File: config.mk
export PLATFORM = sky130hd
export DESIGN_NAME = instruction_memory
export DESIGN_NICKNAME = d
export VERILOG_FILES = /design/src/rtl/instruction_memory_pkg.sv /design/src/rtl/instruction_memory.sv
export SDC_FILE = /design/constraint.sdc
export NUM_CORES = 1
export LEC_CHECK = 0
export CAP_MARGIN = 20
export CELL_PAD_IN_SITES_DETAIL_PLACEMENT = 0
export CELL_PAD_IN_SITES_GLOBAL_PLACEMENT = 1
export CORE_MARGIN = 2
export CORE_UTILIZATION = 24
export DETAILED_ROUTE_END_ITERATION = 8
export PLACE_DENSITY = 0.85
export SETUP_SLACK_MARGIN = 0.2
export SKIP_LAST_GASP = 1
export SYNTH_ARGS = -nofsm -noshare
export SYNTH_HDL_FRONTEND = slang
export SYNTH_SLANG_ARGS = --single-unit
File: constraint.sdc
create_clock -name clock -period 1.2 [get_ports clock]
set_input_delay 0.3 -clock clock [delete_from_list [all_inputs] [get_ports clock]]
set_output_delay 0.3 -clock clock [all_outputs]
set_load 0.03 [all_outputs]
File: src/rtl/instruction_memory_pkg.sv
// Shared constants for the instruction ROM: default geometry, the NOP word and
// the fixed program image loaded into the low words of the ROM.
package instruction_memory_pkg;

  localparam int unsigned DEF_DATA_WIDTH = 16;
  localparam int unsigned DEF_ADDR_WIDTH = 16;
  localparam int unsigned DEF_DEPTH      = 256;

  typedef logic [15:0] instr_t;

  localparam instr_t      NOP             = 16'h0000;
  localparam int unsigned ROM_IMAGE_WORDS = 8;

  localparam instr_t ROM_IMAGE [ROM_IMAGE_WORDS] = '{
    16'h3042, 16'h5101, 16'h2252, 16'h6003,
    16'h7104, 16'h8A05, 16'hC000, 16'hF000
  };

  // Words beyond the program image read as NOP.
  function automatic instr_t rom_image_word(input int unsigned idx);
    instr_t word;
    word = NOP;
    if (idx < ROM_IMAGE_WORDS) word = ROM_IMAGE[idx[2:0]];
    return word;
  endfunction

endpackage

File: src/rtl/instruction_memory.sv
// Word-addressed read-only instruction store with a registered output.
// Addresses at or beyond DEPTH fetch NOP; reset clears the output register.
module instruction_memory
  import instruction_memory_pkg::*;
#(
  parameter int unsigned DATA_WIDTH = DEF_DATA_WIDTH,
  parameter int unsigned ADDR_WIDTH = DEF_ADDR_WIDTH,
  parameter int unsigned DEPTH      = DEF_DEPTH
) (
  input  logic                  clock,
  input  logic                  reset,
  input  logic [ADDR_WIDTH-1:0] AddressBus,
  output logic [DATA_WIDTH-1:0] InstructionReg
);

  localparam int unsigned IDX_W = (DEPTH > 1) ? $clog2(DEPTH) : 1;

  logic [DATA_WIDTH-1:0] rom [DEPTH];
  logic [DATA_WIDTH-1:0] instr_d;
  logic [DATA_WIDTH-1:0] instr_q = '0;

  for (genvar g = 0; g < DEPTH; g++) begin : g_rom
    assign rom[g] = DATA_WIDTH'(rom_image_word(g));
  end

  // Range check is done at 32 bits so out-of-range addresses never alias.
  always_comb begin
    instr_d = DATA_WIDTH'(NOP);
    if (32'(AddressBus) < 32'(DEPTH)) instr_d = rom[AddressBus[IDX_W-1:0]];
  end

  always_ff @(posedge clock) begin
    if (reset) instr_q <= '0;
    else       instr_q <= instr_d;
  end

  assign InstructionReg = instr_q;

endmodule

### Yosys cells after proc, flatten, opt, wreduce, memory -nomap -nowiden

Memories as Yosys holds them, arrays and structs flattened. A register that Yosys moved wholly into a read port is not among the register bits.
Cells that the tools add are included.

| word-level totals | value |
|---|---|
| flip-flop bits (word level) | 0 |
| bits in read-only memories | 4096 |
| bits of input ports | 18 |
| word-level logic and storage cells | 5 |
| memories | 1 |

| cells by class | value |
|---|---|
| order comparisons | 1 |
| bitwise gates (word level) | 2 |
| reduce and logical (&&, ||, !) cells | 1 |

Memories:

| name | words | width | read ports | clocked after Yosys merged registers in | wr ports | line | RTL |
|---|---|---|---|---|---|---|---|
| (name not given) | 256 | 16 | 1 | 1 | 0 | instruction_memory.sv:29 | `if (32'(AddressBus) < 32'(DEPTH)) instr_d = rom[AddressBus[IDX_W-1:0]];` |

Operator list:

| operator | count |
|---|---|
| < comparator 16 x 9 -> 1 bit, second input constant | 1 |
| inverter 8 -> 9 bit | 1 |
| OR reduction 2 bit | 1 |
| inverter 1 bit | 1 |

### Depth between registers and ports, before layout

| logic depth | value |
|---|---|
| depth after elaboration | 3 |
| mapped depth | 4 |
| gate-level depth less buffers | 4 |

### Least setup slack after synthesis

Ideal clock, no wire load.

| timing | value |
|---|---|
| kind | input port to flip-flop |
| start | input port AddressBus[10] |
| end | register instr_q[15], in the netlist InstructionReg[15] |
| library setup time | 72 ps |
| arrival | 1021 ps |
| data required time | 1128 ps |
| setup slack | 107 ps |
| cell stages on the path | 4 |
| buffers on the path | 1 |
| path through | nor4_1 > nand4_1 > buf_6 > nor3b_2 |

| between the ends | value |
|---|---|
| word-level cells in the longest chain between the ends | 3 |

RTL lines:

| item | line | RTL |
|---|---|---|
| start, declared | instruction_memory.sv:12 | `input logic [ADDR_WIDTH-1:0] AddressBus,` |
| < comparator 16 x 9 -> 1 bit | instruction_memory.sv:29 |  |
| inverter 1 bit (no source line) | -- |  |
| OR reduction 2 bit (no source line) | -- |  |
| end, declared | instruction_memory.sv:20 | `logic [DATA_WIDTH-1:0] instr_q = '0;` |

Every way passes these cells.

### Worst setup path after layout

| timing | value |
|---|---|
| start | register instr_q[2], in the netlist InstructionReg[2] |
| end | output port InstructionReg[2] |

RTL lines:

| item | line | RTL |
|---|---|---|
| end, declared | instruction_memory.sv:13 | `output logic [DATA_WIDTH-1:0] InstructionReg` |

No word-level cell between the ends.

==> metrics.txt <==
status finished, final reports clean; Post-route DRC 0; wire length reported by the detailed router 1070 microns; placed insts 109; Setup crit start kind flop; area of the core 0.00200 sq mm; power per cell area 854 mW/mm^2; synthesized flop and latch total 12; Post-CTS Hold Fix Bufs 0; top library cells by usage in the layout, fill and taps aside sky130_fd_sc_hd__buf_6, sky130_fd_sc_hd__dfxtp_2, sky130_fd_sc_hd__buf_2, sky130_fd_sc_hd__nor2_1, sky130_fd_sc_hd__buf_4; total routing resource utilization after global routing 8.82%; area of the die 0.00257 sq mm; nature of the critical path endpoint output pin; highest-delay cell along the critical path sky130_fd_sc_hd__dfxtp_2; antenna violation net count after detailed routing 0; H-tree levels 1; layout overhead on the synthesized area 88.3%; maximum clock rate 0.984 GHz; total I/O pin count 34; sequential area share after synthesis 45.9%; number of global-route vias before repair 396; final cell count without fillers 117; pre-CTS WS -454 ps; most common cell after layout, fill and taps aside sky130_fd_sc_hd__buf_6; crit-path max cell delay 320 ps; number of antenna violations at the first check in global routing 0; dominant register cell in the synthesized netlist sky130_fd_sc_hd__dfxtp_1; crit path time final 1020 ps; leakage power of the design 0.439 nW; RSZ-0062 raised after global routing true; CTS clock-pin slew for the worst setup and hold paths 70 ps; Max Slew Vio Count 0; initial detailed-routing violation count 0; layout cells sized above 1 68.9%; start point of the worst min-delay path AddressBus[2]; Final setup violation count 0; Antenna Diode Count 0; gp weighted congestion 0.737; synthesized area divided by synthesized cell count 10.5 sq um; hold endpoint InstructionReg[6]$_SDFF_PP0_; maximum fanout count along the critical path 1; number of max-cap violations 0; clock tree from TritonCTS built; standard-cell rows 16; final net count 114; worst hold path class primary input to flop; number of vias in the routed layout 479; clock buffer count from CTS 3; crit path buf inv count 1; vias per std cell 4.09; instance count along the most critical hold path 3; number of enable flip-flop cells after synthesis 0; half-perimeter wire length of the detailed placement result 806 microns; height of the die 50.7 microns; worst setup path class flop to output pin; Top Family by Delay on Critical Path flip-flops; clk sinks 12; setup slack after layout 184 ps; largest net degree at the start of global routing 14; WL met2 490 microns; async set or reset register ratio after synthesis 0%; maximum clock insertion buffer count 2; number of iterations in the first detailed-routing pass 1; DRT met1 WL 428 microns; cells along the critical path buf_6; number of flip-flops under the largest register name 12; die width 50.7 microns; number of port buffers 29; warnings from Yosys 0; top routing layer in use met4; instance count of the mapped netlist 50; count of fill cells added during filler insertion 184; arrival time of the worst setup path 720 ps; critical path required time 900 ps; clock root buffer sky130_fd_sc_hd__clkbuf_4; routed length on met3 111 microns; synthesized cell area 523 sq um; wire length of the first global-routing pass 1670 microns; remaining global-route overflow 0; number of distinct library cells after synthesis 19; drt wl/cell 9.14 microns; Final Hold Fails 0; Starting Density 26.1%; part of the cycle the worst path needs 84.7%; maximum VDD drop 332 uV; WHS 440 ps
==> report_power, final <==
part	internal [mW]	leakage [nW]	switching (mW)
combinational	0.0672	0.316	0.0660
sequential	0.398	0.103	0.00000569
clock	0.185	0.0210	0.126
total	0.649	0.439	0.192
==> cell families after synthesis <==
logic type / Yosys count / share of synthesized area, %
multiplexers: 1 / 1.91
other: 1 / 0.717
AND/OR/NAND/NOR: 18 / 23.7
flip-flops: 12 / 45.9
AO/OA/AOI/OAI: 5 / 5.74
buffers and inverters: 8 / 10.0
adder cells (fa/ha/maj): 5 / 12.0
==> worst max path at each step <==
stage / start / end / depth (start not counted)
after floorplan: AddressBus[10] / InstructionReg[15]$_SDFF_PP0_ / 4
after global placement: AddressBus[10] / InstructionReg[15]$_SDFF_PP0_ / 5
after detailed placement: AddressBus[10] / InstructionReg[15]$_SDFF_PP0_ / 5
after CTS: AddressBus[3] / InstructionReg[15]$_SDFF_PP0_ / 5
after global routing: AddressBus[3] / InstructionReg[13]$_SDFF_PP0_ / 5
final: InstructionReg[2]$_SDFF_PP0_ / InstructionReg[2] / 1
==> repair_timing <==
action | in CTS | in global routing
resized for setup | 77 | 7
pin swaps | 6 | 4
setup endpoints to repair | 24 | 24
setup buffers | 0 | 2
cloned | 1 | 1
==> per-stage QoR <==
step | power [mW] | cell area [sq um] | TNS (ps) | utilization, %
final | 0.841 | 985 | 0 | 49.2
after floorplan | 0.466 | 564 | 0 | -
after global routing | 0.889 | 985 | 0 | 49.2
after global placement | 0.540 | 858 | -4400 | 42.9
after detailed placement | 0.541 | 858 | -4770 | 42.9
after CTS | 0.841 | 951 | 0 | 47.5
==> metal layers <==
| layer | vias to the layer above | global-route usage (%) |
|---|---|---|
| met1 | 204 | 9.93 |
| met3 | 5 | 2.38 |
| met4 | 0 | 8.11 |
| met2 | 31 | 13.4 |
| li1 | 239 | - |
| met5 | - | 0 |
==> final cells by class <==
type / count / area [sq um] / area share (%)
clock buffer: 4 / 36.3 / 3.68
timing repair buffer: 39 / 355 / 36.1
inverter: 2 / 7.51 / 0.762
tap: 27 / 33.8 / 3.43
sequential: 12 / 255 / 25.9
multi-input combinational: 33 / 297 / 30.1
==> cells in the mapped netlist, types with 2 or more instances <==
library cell               number  area share, %
sky130_fd_sc_hd__nor4_1         2            2.4
sky130_fd_sc_hd__a211oi_1       2            2.9
sky130_fd_sc_hd__inv_1          2            1.4
sky130_fd_sc_hd__nor3_2         2            3.8
sky130_fd_sc_hd__nor3b_2        2            4.8
sky130_fd_sc_hd__nor2_1         5            3.6
sky130_fd_sc_hd__nand2b_1       3            3.6
sky130_fd_sc_hd__a21oi_1        3            2.9
sky130_fd_sc_hd__dfxtp_1       12             46
sky130_fd_sc_hd__ha_1           5             12
sky130_fd_sc_hd__buf_4          4            5.7
Power figures use the tool's default switching activity.
